File: config.mk
export PLATFORM = sky130hd
export DESIGN_NAME = lsu_byte_seq
export DESIGN_NICKNAME = d
export VERILOG_FILES = /design/src/rtl/lsu_byte_seq_pkg.sv /design/src/rtl/lsu_byte_seq_beat_plan.sv /design/src/rtl/lsu_byte_seq.sv
export SDC_FILE = /design/constraint.sdc
export NUM_CORES = 1
export LEC_CHECK = 0
export CAP_MARGIN = 20
export CORE_MARGIN = 2
export CORE_UTILIZATION = 35
export DETAILED_ROUTE_END_ITERATION = 8
export PLACE_DENSITY = 0.6
export SLEW_MARGIN = 15
export SYNTH_ARGS = -nofsm -noshare
export SYNTH_HDL_FRONTEND = slang
export SYNTH_HIERARCHICAL = 1
export SYNTH_SLANG_ARGS = --single-unit
File: constraint.sdc
create_clock -name clk -period 8.24 [get_ports clk]
set_clock_uncertainty 0.15 [all_clocks]
set_input_delay 0.824 -clock clk [delete_from_list [all_inputs] [get_ports clk]]
set_output_delay 0.824 -clock clk [all_outputs]
set_load 0.02 [all_outputs]
File: src/rtl/lsu_byte_seq_pkg.sv
// lsu_byte_seq_pkg: shared constants for the byte-sequencing load/store unit.
// Holds the CPU operation encoding, the data-memory command bit positions
// (shared with the data-memory block) and the sequencer FSM state type.
package lsu_byte_seq_pkg;

  localparam int unsigned ADDR_W = 7;
  localparam int unsigned DATA_W = 32;
  localparam int unsigned OP_W   = 3;
  localparam int unsigned CTRL_W = 5;
  localparam int unsigned BEAT_W = 2;
  localparam int unsigned CNT_W  = 3;

  // CPU request operations
  localparam logic [OP_W-1:0] OP_LW  = 3'd0;
  localparam logic [OP_W-1:0] OP_LB  = 3'd1;
  localparam logic [OP_W-1:0] OP_LBU = 3'd2;
  localparam logic [OP_W-1:0] OP_LH  = 3'd3;
  localparam logic [OP_W-1:0] OP_LHU = 3'd4;
  localparam logic [OP_W-1:0] OP_SW  = 3'd5;
  localparam logic [OP_W-1:0] OP_SB  = 3'd6;
  localparam logic [OP_W-1:0] OP_SH  = 3'd7;

  // One-hot data-memory command bit positions
  localparam int unsigned CTRL_SW  = 4;
  localparam int unsigned CTRL_LW  = 3;
  localparam int unsigned CTRL_LB  = 2;
  localparam int unsigned CTRL_LBU = 1;
  localparam int unsigned CTRL_SB  = 0;

  typedef enum logic [1:0] {
    ST_IDLE   = 2'd0,
    ST_ACCESS = 2'd1,
    ST_DONE   = 2'd2
  } state_t;

  function automatic logic is_store(input logic [OP_W-1:0] op);
    return (op == OP_SW) || (op == OP_SB) || (op == OP_SH);
  endfunction

endpackage

File: src/rtl/lsu_byte_seq_beat_plan.sv
// lsu_beat_plan: maps an operation and the low address bits to a beat count
// and the memory command issued on every beat of that access.
// Ports:
//   i_op        operation code
//   i_addr_lo   byte address bits [1:0]
//   o_beats_c   number of beats (1, 2 or 4), combinational
//   o_cmd_c     one-hot memory command used for each beat, combinational
module lsu_beat_plan
  import lsu_byte_seq_pkg::*;
(
  input  logic [OP_W-1:0]   i_op,
  input  logic [1:0]        i_addr_lo,
  output logic [CNT_W-1:0]  o_beats_c,
  output logic [CTRL_W-1:0] o_cmd_c
);

  logic w_aligned;

  assign w_aligned = (i_addr_lo == 2'b00);

  // Word ops fall back to byte beats when misaligned; halfwords are always split.
  always_comb begin
    o_beats_c = 3'd1;
    o_cmd_c   = '0;
    case (i_op)
      OP_LW: begin
        if (w_aligned) begin
          o_cmd_c[CTRL_LW] = 1'b1;
        end else begin
          o_beats_c         = 3'd4;
          o_cmd_c[CTRL_LBU] = 1'b1;
        end
      end
      OP_LB:  o_cmd_c[CTRL_LB]  = 1'b1;
      OP_LBU: o_cmd_c[CTRL_LBU] = 1'b1;
      OP_LH, OP_LHU: begin
        o_beats_c         = 3'd2;
        o_cmd_c[CTRL_LBU] = 1'b1;
      end
      OP_SW: begin
        if (w_aligned) begin
          o_cmd_c[CTRL_SW] = 1'b1;
        end else begin
          o_beats_c        = 3'd4;
          o_cmd_c[CTRL_SB] = 1'b1;
        end
      end
      OP_SB: o_cmd_c[CTRL_SB] = 1'b1;
      OP_SH: begin
        o_beats_c        = 3'd2;
        o_cmd_c[CTRL_SB] = 1'b1;
      end
      default: begin
        o_beats_c = 3'd1;
        o_cmd_c   = '0;
      end
    endcase
  end

endmodule

File: src/rtl/lsu_byte_seq.sv
// lsu_byte_seq: accepts one CPU load/store at a time and sequences it onto a
// byte/word data memory, splitting misaligned words and all halfwords into
// little-endian byte beats. Memory command/address/data are registered.
// Ports:
//   clk, reset                 clock, asynchronous active-high reset
//   req_valid/req_ready        request handshake (ready only in IDLE)
//   req_op/req_addr/req_wdata  operation, byte address, store data
//   resp_valid/resp_ready      response handshake, held in DONE
//   resp_rdata                 load result (0 for stores)
//   mem_ctrl/mem_addr/mem_wdata one-hot command, address, write data
//   mem_rdata                  asynchronous read data for the current beat
module lsu_byte_seq
  import lsu_byte_seq_pkg::*;
(
  input  logic              clk,
  input  logic              reset,
  input  logic              req_valid,
  output logic              req_ready,
  input  logic [OP_W-1:0]   req_op,
  input  logic [ADDR_W-1:0] req_addr,
  input  logic [DATA_W-1:0] req_wdata,
  output logic              resp_valid,
  input  logic              resp_ready,
  output logic [DATA_W-1:0] resp_rdata,
  output logic [CTRL_W-1:0] mem_ctrl,
  output logic [ADDR_W-1:0] mem_addr,
  output logic [DATA_W-1:0] mem_wdata,
  input  logic [DATA_W-1:0] mem_rdata
);

  state_t              r_state;
  logic [OP_W-1:0]     r_op;
  logic [ADDR_W-1:0]   r_addr;
  logic [DATA_W-1:0]   r_wdata;
  logic [BEAT_W-1:0]   r_beat;
  logic [DATA_W-1:0]   r_result;
  logic                r_req_ready;
  logic                r_resp_valid;
  logic [DATA_W-1:0]   r_resp_rdata;
  logic [CTRL_W-1:0]   r_mem_ctrl;
  logic [ADDR_W-1:0]   r_mem_addr;
  logic [DATA_W-1:0]   r_mem_wdata;

  logic                w_idle;
  logic [OP_W-1:0]     w_plan_op;
  logic [ADDR_W-1:0]   w_plan_addr;
  logic [DATA_W-1:0]   w_plan_wdata;
  logic [CNT_W-1:0]    w_beats;
  logic [CTRL_W-1:0]   w_cmd;
  logic [BEAT_W-1:0]   w_nxt_idx;
  logic [ADDR_W-1:0]   w_nxt_addr;
  logic [DATA_W-1:0]   w_nxt_wdata;
  logic [DATA_W-1:0]   w_res;
  logic [DATA_W-1:0]   w_fmt;
  logic                w_last;

  // In IDLE the plan looks at the incoming request so beat 0 issues right
  // after the accept edge; afterwards it follows the latched request.
  assign w_idle       = (r_state == ST_IDLE);
  assign w_plan_op    = w_idle ? req_op    : r_op;
  assign w_plan_addr  = w_idle ? req_addr  : r_addr;
  assign w_plan_wdata = w_idle ? req_wdata : r_wdata;

  lsu_beat_plan u_plan (
    .i_op      (w_plan_op),
    .i_addr_lo (w_plan_addr[1:0]),
    .o_beats_c (w_beats),
    .o_cmd_c   (w_cmd)
  );

  // Next beat to present: address wraps within the 7-bit space.
  assign w_nxt_idx  = w_idle ? '0 : r_beat + BEAT_W'(1);
  assign w_nxt_addr = w_plan_addr + ADDR_W'(w_nxt_idx);
  assign w_last     = ((CNT_W'(r_beat) + CNT_W'(1)) == w_beats);

  // Word stores send the whole word; byte stores send value byte k on [7:0].
  always_comb begin
    w_nxt_wdata = '0;
    if (w_cmd[CTRL_SW]) begin
      w_nxt_wdata = w_plan_wdata;
    end else if (w_cmd[CTRL_SB]) begin
      w_nxt_wdata = {24'd0, w_plan_wdata[{w_nxt_idx, 3'b000} +: 8]};
    end
  end

  // Result after capturing the beat currently on the memory bus.
  always_comb begin
    w_res = r_result;
    if (!is_store(r_op)) begin
      if (w_beats == CNT_W'(1)) begin
        w_res = mem_rdata;
      end else begin
        w_res[{r_beat, 3'b000} +: 8] = mem_rdata[7:0];
      end
    end
  end

  // Final response formatting; single-beat byte loads arrive pre-extended.
  always_comb begin
    case (r_op)
      OP_LH:               w_fmt = {{16{w_res[15]}}, w_res[15:0]};
      OP_LHU:              w_fmt = {16'd0, w_res[15:0]};
      OP_SW, OP_SB, OP_SH: w_fmt = '0;
      default:             w_fmt = w_res;
    endcase
  end

  // Sequencer FSM with registered handshake and memory outputs.
  always_ff @(posedge clk or posedge reset) begin
    if (reset) begin
      r_state      <= ST_IDLE;
      r_op         <= '0;
      r_addr       <= '0;
      r_wdata      <= '0;
      r_beat       <= '0;
      r_result     <= '0;
      r_req_ready  <= 1'b1;
      r_resp_valid <= 1'b0;
      r_resp_rdata <= '0;
      r_mem_ctrl   <= '0;
      r_mem_addr   <= '0;
      r_mem_wdata  <= '0;
    end else begin
      case (r_state)
        ST_IDLE: begin
          if (req_valid) begin
            r_state     <= ST_ACCESS;
            r_op        <= req_op;
            r_addr      <= req_addr;
            r_wdata     <= req_wdata;
            r_beat      <= '0;
            r_result    <= '0;
            r_req_ready <= 1'b0;
            r_mem_ctrl  <= w_cmd;
            r_mem_addr  <= w_nxt_addr;
            r_mem_wdata <= w_nxt_wdata;
          end
        end
        ST_ACCESS: begin
          r_result <= w_res;
          if (w_last) begin
            r_state      <= ST_DONE;
            r_mem_ctrl   <= '0;
            r_mem_addr   <= '0;
            r_mem_wdata  <= '0;
            r_resp_valid <= 1'b1;
            r_resp_rdata <= w_fmt;
          end else begin
            r_beat      <= w_nxt_idx;
            r_mem_ctrl  <= w_cmd;
            r_mem_addr  <= w_nxt_addr;
            r_mem_wdata <= w_nxt_wdata;
          end
        end
        ST_DONE: begin
          if (resp_ready) begin
            r_state      <= ST_IDLE;
            r_resp_valid <= 1'b0;
            r_resp_rdata <= '0;
            r_req_ready  <= 1'b1;
          end
        end
        default: begin
          r_state     <= ST_IDLE;
          r_req_ready <= 1'b1;
          r_mem_ctrl  <= '0;
        end
      endcase
    end
  end

  assign req_ready  = r_req_ready;
  assign resp_valid = r_resp_valid;
  assign resp_rdata = r_resp_rdata;
  assign mem_ctrl   = r_mem_ctrl;
  assign mem_addr   = r_mem_addr;
  assign mem_wdata  = r_mem_wdata;

endmodule

==> impl_metrics.py <==
metrics = {
    "global_routing": {
        "grt_max_degree": 95,
        "overflow": 0,
        "grt_pass1_wl_um": 36200,
        "antenna_found_initial": 0,
        "grt_pass1_vias": 6183,
        "grt.total_usage": 0.196,
    },
    "place": {
        "dp_hpwl_um": 15300,
        "place_inst": 1105,
        "gp_congestion": 0.807,
        "port_buffers": 155,
    },
    "critical_path": {
        "r2r_slack_ns": 3.55,
        "cpPeakStageDelay_ns": 0.97,
        "arrival_ns": 4.86,
        "worst_setup_path_start_kind": "flip-flop",
        "path_common_cell": "nor2_1",
        "critPathCaptureType": "flip-flop",
        "path_cells": "buf_4, nor2_4, mux2i_1, inv_1, nor2_1, nor3_1, nor2_2, or3b_1, nor2_1, a222oi_1, o21ai_0",
        "slowest_stage": "nor2_1",
        "crit_cells": 11,
        "path_buf_inv": 2,
        "reg2regPathDepth": 11,
        "worstSetupPathType": "reg2reg",
        "cp_max_fo": 27,
        "critPathRequiredTime_ns": 8.41,
        "r2r-start": "r_state[1]$_DFFE_PP0P_",
        "r2r_end": "r_result[26]$_DFFE_PP0P_",
        "cp_top_family": "simple AND/OR/NAND/NOR gates",
    },
    "drt": {
        "finalWirelength_um": 22900,
        "ant_nets": 0,
        "wl_per_cell_um": 20.2,
        "routed_via_density": 5.53,
        "drt_iter0_drc": 659,
        "drt_pass1_iterations": 6,
        "drc": 0,
        "vias": 6286,
    },
    "timing": {
        "fmax_ghz": 0.213,
        "finalSetupTns_ns": 0,
        "hold_viol": 0,
        "setup_viol": 0,
        "grt_setup_unrepaired": "false",
        "fin_crit_sh": 0.569,
        "period_needed_ns": 4.69,
        "relSlewSlack": 0.233,
        "maxSlewViolCount": 0,
        "tightest_slew_ns": 1.15,
    },
    "floorplanning": {
        "fp.dieH_um": 152,
        "std_cell_rows": 54,
        "start_util": 0.355,
        "fp.coreArea_um2": 21700,
        "dieArea_um2": 23200,
        "ios": 156,
        "die_w_um": 152,
    },
    "yosys": {
        "synth_xor_area_frac": 0.00781,
        "syn-num-nets": 800,
        "muxShareOfSynthArea": 0.114,
        "ys_seq_area_frac": 0.508,
        "synth_compound_area_frac": 0.172,
        "syn_inst": 713,
        "synth_top_family_by_area": "compound AO/OA/AOI/OAI gates",
        "synth_simple_gate_area_frac": 0.144,
        "yosysWarnings": 6,
        "synthDistinctLibCells": 70,
        "synthAdderAreaFrac": 0.0156,
        "synth_async_sr_flop_share": 1.00,
        "ys_ff_latch": 156,
        "synth_edf_count": 0,
        "syn_area_per_cell_um2": 10.8,
        "ys_dominant_reg_cell": "dfrtp_1",
        "synth_area_um2": 7690,
    },
    "cells_and_area": {
        "final_cells": 1137,
        "final_nets": 931,
        "num-fill-cells": 2020,
        "seq_area_um2": 3910,
        "area_growth_pct": 30.1,
        "final_cell_mix": "clkdlybuf4s50_1 (155), dfrtp_1 (155), nand2_1 (93), o21ai_0 (47), nand3_1 (33)",
        "multi_input_area_um2": 3510,
        "drive_gt1_frac": 0.118,
        "num_antenna_cells": 0,
    },
    "worst_hold_path": {
        "hold_class": "reg2reg",
        "min_to": "mem_addr[2]$_DFFE_PP0P_",
        "hold_depth": 2,
        "holdCritStartpoint": "mem_addr[2]$_DFFE_PP0P_",
    },
    "pwr": {
        "max-vdd-ir-drop_mv": 0.237,
        "total_leakage_power_uw": 0.00420,
        "pwr_density_cell_nw_per_um2": 422,
    },
    "clock_network": {
        "cts_tree": "yes",
        "clockBufferDepth": 2,
        "cts-buffers-inserted": 17,
        "cts_repair_resize_count": 0,
        "cts_htree_levels": 4,
        "postCtsSetupBuffers": 0,
        "cts_sinks": 156,
        "clk-insertion-delay-late_ns": 0.43,
        "cts-root-buf": "clkbuf_16",
        "holdBufCountCts": 0,
        "clk_pin_slew_worst_paths_ns": 0.07,
    },
    "job": {
        "drv_cap": 0,
    },
    "status": {
        "status": "complete, no violations",
    },
}
cells by family (layout without fill, tap and decap cells):
kind of cell / after synthesis / in the layout
and+or+nand+nor: 217 / 217
AOI/OAI and AO/OA: 191 / 191
DFF: 156 / 156
muxes: 73 / 73
buffers and inverters: 61 / 205
adders and majority gates: 9 / 9
xor gates and xnor gates: 6 / 6
worst register-to-register path, cell delays in order, from the launching register on:
cell and delay, ns:
dfrtp_1 0.36, buf_4 0.21, nor2_4 0.78, mux2i_1 0.38, inv_1 0.11, nor2_1 0.19, nor3_1 0.08, nor2_2 0.20
or3b_1 0.66, nor2_1 0.97, a222oi_1 0.21, o21ai_0 0.29
routing by layer:
layer | global-route usage | wire, um
met5 | 0 | 0
met4 | 0.0498 | 281
met3 | 0.0432 | 1370
met2 | 0.297 | 10500
met1 | 0.286 | 10800
flip-flops by register name, summed over array words and instances, names as in the netlist:
| signal | flops |
|---|---|
| r_result | 32 |
| r_addr | 7 |
| r_wdata | 32 |
| r_state | 2 |
| mem_ctrl | 5 |
| r_beat | 2 |
| mem_addr | 7 |
| r_op | 3 |
| resp_rdata | 32 |
| req_ready | 1 |
| mem_wdata | 32 |
| resp_valid | 1 |
power by group:
part	switching, uW	leakage (uW)	internal (uW)	total (uW)
logic	1290	0.00190	900	2190
registers	200	0.00202	1040	1240
clock network	341	0.000283	452	793
Yosys cell counts, drive strengths merged (3+ instances only):
master   count  area, um^2
nor2        19        76.3
inv         11        41.3
clkbuf      31         116
nor3        10        50.1
ha           8         100
a21o         7        52.6
a221oi       7        61.3
or3         11        68.8
nand2       94         355
a222oi      14         140
a22o        18         158
a22oi        8        60.1
nand3       33         165
mux2i       32         320
or2          3        18.8
nor4         3        25.0
o2bb2ai     12         105
o21ai       55         275
o211ai      23         173
nand4        6        43.8
and2         4        25.0
nand4bb      3        33.8
a21oi       30         150
xor2         3        33.8
xnor2        3        26.3
dfrtp      155        3880
nand2b       4        25.0
buf         19         136
nor3b       11        87.6
mux4         8         180
mux2        33         375
nor2b        6        40.0
or3b         4        35.0
final cells by class:
cell class                 count  share of cell area
clock buffer                  17              0.0425
clock inverter                15              0.0165
inverter                      11             0.00463
multi-input combinational    496               0.351
sequential                   156               0.390
tap                          280              0.0350
timing repair buffer         162               0.160
how the worst max path moves through the flow:
stage | startpoint | to | slack (ns)
final | r_state[1]$_DFFE_PP0P_ | r_result[26]$_DFFE_PP0P_ | 3.55
after global placement | r_state[1]$_DFFE_PP0P_ | resp_rdata[20]$_DFFE_PP0P_ | 3.75
after detailed placement | r_state[1]$_DFFE_PP0P_ | resp_rdata[18]$_DFFE_PP0P_ | 3.69
after CTS | r_state[1]$_DFFE_PP0P_ | r_result[26]$_DFFE_PP0P_ | 3.63
after global routing | r_state[1]$_DFFE_PP0P_ | r_result[26]$_DFFE_PP0P_ | 3.28
after floorplan | reset | mem_addr[0]$_DFFE_PP0P_ | 3.06
stage by stage:
| step | cell area [um^2] | hold slack, ns | util | setup slack [ns] | power (uW) |
|---|---|---|---|---|---|
| floorplan | 7690 | 0.300 | - | 3.06 | 2790 |
| global placement | 9410 | 0.313 | 0.434 | 3.75 | 3390 |
| detailed placement | 9410 | 0.320 | 0.434 | 3.69 | 3420 |
| CTS | 10000 | 0.337 | 0.461 | 3.63 | 4220 |
| global route | 10000 | 0.359 | 0.461 | 3.28 | 4500 |
| finish | 10000 | 0.326 | 0.461 | 3.55 | 4220 |
Note: power is estimated with default switching activity, not from simulation.
